===== src/rtl/pc_pkg.sv =====
// Shared definitions for the program-counter sequencer.
//   pc_state_t    : sequencer FSM states
//   *_DEFAULT     : default reset and trap vectors
//   is_misaligned : true when an address is not word-aligned
package pc_pkg;

  typedef enum logic [2:0] {
    IDLE  = 3'd0,
    RUN   = 3'd1,
    STALL = 3'd2,
    TRAP  = 3'd3,
    HALT  = 3'd4
  } pc_state_t;

  localparam logic [31:0] RESET_VECTOR_DEFAULT = 32'h0000_0000;
  localparam logic [31:0] TRAP_VECTOR_DEFAULT  = 32'h0000_0100;

  function automatic logic is_misaligned(input logic [1:0] addr_lsbs);
    return addr_lsbs != 2'b00;
  endfunction

endpackage


===== src/rtl/pc_next_mux.sv =====
// Combinational next-state / next-PC selection for pc_sequencer.
// Ports:
//   state           : current FSM state
//   en, halt_req    : run enable and halt request
//   stall           : hazard stall
//   redirect_valid  : branch/jump redirect this cycle
//   redirect_target : redirect destination
//   pc              : current registered PC
//   next_state      : state to load at the next edge
//   next_pc         : PC to load at the next edge
module pc_next_mux
  import pc_pkg::*;
#(
  parameter int              XLEN         = 32,
  parameter logic [XLEN-1:0] RESET_VECTOR = RESET_VECTOR_DEFAULT,
  parameter logic [XLEN-1:0] TRAP_VECTOR  = TRAP_VECTOR_DEFAULT
) (
  input  pc_state_t       state,
  input  logic            en,
  input  logic            halt_req,
  input  logic            stall,
  input  logic            redirect_valid,
  input  logic [XLEN-1:0] redirect_target,
  input  logic [XLEN-1:0] pc,
  output pc_state_t       next_state,
  output logic [XLEN-1:0] next_pc
);

  localparam logic [XLEN-1:0] PC_STEP = XLEN'(4);

  always_comb begin
    next_state = state;
    next_pc    = pc;
    case (state)
      IDLE: begin
        // The first fetch after enabling is the reset vector itself.
        next_pc    = RESET_VECTOR;
        next_state = en ? RUN : IDLE;
      end
      RUN, STALL: begin
        if (!en) begin
          next_state = IDLE;
          next_pc    = RESET_VECTOR;
        end else if (halt_req) begin
          next_state = HALT;
        end else if (redirect_valid && is_misaligned(redirect_target[1:0])) begin
          next_state = TRAP;
          next_pc    = TRAP_VECTOR;
        end else if (redirect_valid) begin
          // A redirect flushes, so it wins over a simultaneous stall.
          next_state = RUN;
          next_pc    = redirect_target;
        end else if (stall) begin
          next_state = STALL;
        end else begin
          next_state = RUN;
          // Leaving STALL re-fetches the held PC rather than skipping it.
          next_pc    = (state == RUN) ? pc + PC_STEP : pc;
        end
      end
      TRAP: begin
        if (!en) begin
          next_state = IDLE;
          next_pc    = RESET_VECTOR;
        end else if (halt_req) begin
          next_state = HALT;
        end else begin
          next_state = RUN;
          next_pc    = TRAP_VECTOR;
        end
      end
      HALT: begin
        if (!en) begin
          next_state = IDLE;
          next_pc    = RESET_VECTOR;
        end
      end
      default: begin
        next_state = IDLE;
        next_pc    = RESET_VECTOR;
      end
    endcase
  end

endmodule


===== src/rtl/pc_sequencer.sv =====
// Program-counter sequencer for the RV32I fetch stage.
// Ports:
//   clk, rst        : clock, synchronous active-high reset
//   en              : run enable (low forces IDLE at RESET_VECTOR)
//   stall           : hazard stall, hold PC
//   redirect_valid  : taken branch / JAL / JALR
//   redirect_target : redirect destination
//   halt_req        : ECALL/EBREAK retire, stop fetching
//   pc_out          : registered fetch address
//   fetch_valid     : pc_out is a real fetch this cycle
//   trap_pulse      : one-cycle pulse on a misaligned-redirect trap
//   trap_addr       : last faulting redirect target
//   halted          : sequencer is in HALT
//   fetch_count     : wrapping count of fetch_valid cycles
//   state           : current FSM state (debug visibility)
// fetch_valid is a plain qualifier with no back-pressure: the fetch stage
// must consume pc_out in every cycle where fetch_valid is high.
module pc_sequencer
  import pc_pkg::*;
#(
  parameter logic [31:0] RESET_VECTOR = RESET_VECTOR_DEFAULT,
  parameter logic [31:0] TRAP_VECTOR  = TRAP_VECTOR_DEFAULT,
  parameter int          XLEN         = 32
) (
  input  logic            clk,
  input  logic            rst,
  input  logic            en,
  input  logic            stall,
  input  logic            redirect_valid,
  input  logic [XLEN-1:0] redirect_target,
  input  logic            halt_req,
  output logic [XLEN-1:0] pc_out,
  output logic            fetch_valid,
  output logic            trap_pulse,
  output logic [XLEN-1:0] trap_addr,
  output logic            halted,
  output logic [31:0]     fetch_count,
  output pc_state_t       state
);

  pc_state_t       next_state;
  logic [XLEN-1:0] next_pc;

  pc_next_mux #(
    .XLEN         (XLEN),
    .RESET_VECTOR (RESET_VECTOR),
    .TRAP_VECTOR  (TRAP_VECTOR)
  ) u_next_mux (
    .state           (state),
    .en              (en),
    .halt_req        (halt_req),
    .stall           (stall),
    .redirect_valid  (redirect_valid),
    .redirect_target (redirect_target),
    .pc              (pc_out),
    .next_state      (next_state),
    .next_pc         (next_pc)
  );

  // Status outputs are decoded from next_state so they line up with the
  // state register rather than lagging it by a cycle.
  always_ff @(posedge clk) begin
    if (rst) begin
      state       <= IDLE;
      pc_out      <= RESET_VECTOR;
      fetch_valid <= 1'b0;
      trap_pulse  <= 1'b0;
      trap_addr   <= '0;
      halted      <= 1'b0;
      fetch_count <= '0;
    end else begin
      state       <= next_state;
      pc_out      <= next_pc;
      fetch_valid <= (next_state == RUN);
      trap_pulse  <= (next_state == TRAP);
      halted      <= (next_state == HALT);
      if (next_state == TRAP) begin
        trap_addr <= redirect_target;
      end
      if (fetch_valid) begin
        fetch_count <= fetch_count + 32'd1;
      end
    end
  end

endmodule

===== config.mk =====
export PLATFORM = sky130hd
export DESIGN_NAME = pc_sequencer
export DESIGN_NICKNAME = d
export VERILOG_FILES = /design/src/rtl/pc_pkg.sv /design/src/rtl/pc_next_mux.sv /design/src/rtl/pc_sequencer.sv
export SDC_FILE = /design/constraint.sdc
export NUM_CORES = 1
export LEC_CHECK = 0
export BUFFER_PORTS_ARGS = -buffer_cell sky130_fd_sc_hd__buf_4
export CORE_MARGIN = 8
export CORE_UTILIZATION = 55
export DETAILED_ROUTE_END_ITERATION = 16
export PLACE_DENSITY = 0.85
export RECOVER_POWER = 25
export SLEW_MARGIN = 30
export SYNTH_ARGS = -nofsm -noshare
export SYNTH_HDL_FRONTEND = slang
export SYNTH_SLANG_ARGS = --single-unit

===== constraint.sdc =====
create_clock -name clk -period 4.88 [get_ports clk]
set_input_delay 0.488 -clock clk [delete_from_list [all_inputs] [get_ports clk]]
set_output_delay 0.488 -clock clk [all_outputs]
set_load 0.005 [all_outputs]

==> flow_summary.toml <==
[outcome]
status = "finished clean"

[yosys]
synth_compound_area_frac = 0.143
synth_cell_type_count = 55
async_reset_ff_frac = 0
ys_seq_area_frac = 0.420
synth_edf_count = 0
synthXorXnorAreaFrac = 0.0576
syn_inst = 570
synth_adder_area_share = 0.00514
syn-cell-area_um2 = 4870
synth_top_family_by_area = "simple AND/OR/NAND/NOR gates"
avgSynthCellArea_um2 = 8.54
synth_ff_type = "dfxtp_1"
synth_nets = 610
ys_warn_count = 0
yosys.area_share.simple = 0.264
synthMuxAreaShare = 0.0702
ys_ff_latch = 102

[global_routing]
grt-ovfl-total = 0
grt_pass1_vias = 4685
grt_pass1_wl_mm = 22.9
antenna_found_initial = 0
grt_max_degree = 83
track_usage = 0.233

[finish]
fin_cells = 802
nNetsFinal = 729
antennaDiodeCount = 0
syn_to_final_growth_pct = 25.5
drive_gt1_frac = 0.235

[routing]
drcViolationCount = 0
drtAntennaViolNets = 0
first_iter_violations = 363
wl_mm = 14.3
post_drt_wl_per_cell_um = 17.8
drt_pass1_iterations = 5
via_per_inst = 6.04
vias = 4841

[timing]
period_share = 0.542
fin_crit_ns = 2.64
fmax_ghz = 0.378
finalSetupTns_ns = 0
rsz0062_at_grt = "no"
hold_viol_final = 0
slew_headroom = 0.347
worst_pin_slew_ns = 0.972
slew_violations = 0
setup_viol = 0
fin_skew_ns = 0.00990

[job]
max_cap_violations = 0

[worst_setup_path]
crit_arrival_ns = 2.95
crit_type = "register to register"
required_ns = 5.19
startpoint = "pc_out[2]"
crit_fanout = 8
r2r_start = "pc_out[2]"
critPathCaptureType = "register"
critPathLaunchType = "register"

[power_and_ir_drop]
p_switching_mw = 0.372
peakVddDrop_mv = 0.151
p_comb_frac = 0.082
powerDensity_nw_per_um2 = 249
intPower_mw = 1.15
p_clk_frac = 0.359
leakagePower_nw = 2.64
seq_power_share = 0.559
p_sw_frac = 0.244

[die]
initial_core_util = 0.564
die-area_um2 = 12100
core.rowCount = 34
die_x_um = 110
pin_count = 140
coreArea_um2 = 8640
fp.dieH_um = 110

[place]
port-buffer-count = 139
dp.cells = 786
place.gp.congestion = 0.905
dp.final_hpwl_mm = 10.4

[cts]
cts.sinks = 102
clock_path_buffers = 2
cts_tree = "built"
clkSlewWorstSetupHoldPaths_ns = 0.10
cts_root_buf = "clkbuf_8"
cts_buffers = 9
htreeDepth = 3
post_cts_buffers = 0
ctsHoldBuffers = 0
cts-resized-gates = 0
clock_latency_ns = 0.36

[hold_path]
min_from = "redirect_target[10]"
min_path_type = "input port to register"
-- Yosys cell counts (all sizes together), types with 2 or more instances --
library cell,instances,area [um2]
and4,8,70.1
xnor2,13,114
nor4,12,87.6
a22oi,2,15.0
nand2,43,161
o31a,6,52.6
o22ai,6,37.5
and3,7,43.8
clkbuf,20,75.1
mux2i,33,330
o21a,2,15.0
or3,8,50.1
ha,2,25.0
nand3,27,145
dfxtp,102,2040
o2bb2ai,2,17.5
nor3b,2,15.0
o21ai,22,110
nor2b,5,31.3
nor2,83,312
nor3,15,80.1
and2,3,18.8
a22o,3,26.3
a32oi,5,43.8
a31oi,2,12.5
or4,6,48.8
inv,14,52.6
a32o,3,30.0
nand2b,6,45.0
a21oi,24,120
o32ai,3,26.3
o31ai,8,60.1
o211ai,5,37.5
a211oi,3,22.5
nand4,22,150
buf,12,70.1
a21o,4,30.0
xor2,19,166
-- path summary, 6_finish.rpt --
check / end / cells past startpoint / slack, ns
setup / recovery: pc_out[28] / 6 / 2.24
hold / removal: trap_addr[10] / 3 / 0.36
setup reg to reg: pc_out[28] / 6 / 2.24
hold reg to reg: pc_out[1] / 1 / 0.47
-- per-stage QoR --
stage | setup slack [ns] | power, mW | cell area, um2 | hold WS [ns] | util
after floorplan | 2.78 | 0.936 | 4870 | 0.455 | -
after global placement | 2.18 | 0.988 | 5910 | 0.448 | 0.684
after detailed placement | 2.12 | 0.992 | 5910 | 0.455 | 0.685
after CTS | 2.28 | 1.53 | 6120 | 0.359 | 0.708
after global routing | 2.06 | 1.57 | 6110 | 0.369 | 0.707
final | 2.24 | 1.52 | 6110 | 0.363 | 0.707
-- layout make-up --
class,instances,area (um2)
Clock buffer,12,145
Clock inverter,4,56.3
Fill cell,679,2530
Inverter,14,52.6
Multi-Input combinational cell,422,2630
Sequential cell,102,2040
Tap cell,108,135
Timing Repair Buffer,140,1040
-- state kept, by name, indices dropped and copies added, names as in the netlist --
| name | flops |
|---|---|
| trap_pulse | 1 |
| pc_out | 32 |
| fetch_valid | 1 |
| trap_addr | 32 |
| halted | 1 |
| fetch_count | 32 |
| state | 3 |
-- power by group through the flow --
stage	clock (mW)	sequential (mW)	combinational (mW)
floorplan	0	0.866	0.0699
detailed placement	0	0.869	0.123
global placement	0	0.868	0.120
CTS	0.553	0.849	0.124
global route	0.584	0.852	0.136
finish	0.546	0.850	0.124
-- worst max-delay path, cell delays in order, from the launching register on --
cell and delay, ns:
dfxtp_1 0.49, ha_1 0.30, nand4_2 0.20, nor3_1 0.84, nand3_2 0.22, or4_1 0.44
nand3_1 0.10
-- cells in the final DEF (no fill, tap or decap), types with 9 or more instances in the layout --
cell type and instances:
xor2_1 19, inv_1 14, clkbuf_4 43, nor2_1 83, nor4_1 9, nor3_1 14
nand4_1 20, nand2_1 43, dfxtp_1 102, a21oi_1 24, mux2i_1 33, nand3_1 25
clkbuf_8 10, buf_4 95, o21ai_0 19, xnor2_1 13
-- cell families (layout without fill, tap and decap cells) --
logic type	Yosys count	in the layout
AOI/OAI and AO/OA	104	104
xor gates and xnor gates	32	32
adders and majority gates	2	2
buffers and inverters	46	170
DFF	102	102
muxes	34	34
and+or+nand+nor	250	250
-- layer usage --
layer | GRT usage | vias to the layer above | part of all wire
met5 | 0 | - | 0
met1 | 0.294 | 2331 | 0.42
li1 | - | 2294 | -
met4 | 0.0714 | 0 | 0.015
met3 | 0.0558 | 22 | 0.090
met2 | 0.384 | 194 | 0.48
No activity file was read; power rests on OpenSTA's default activity.
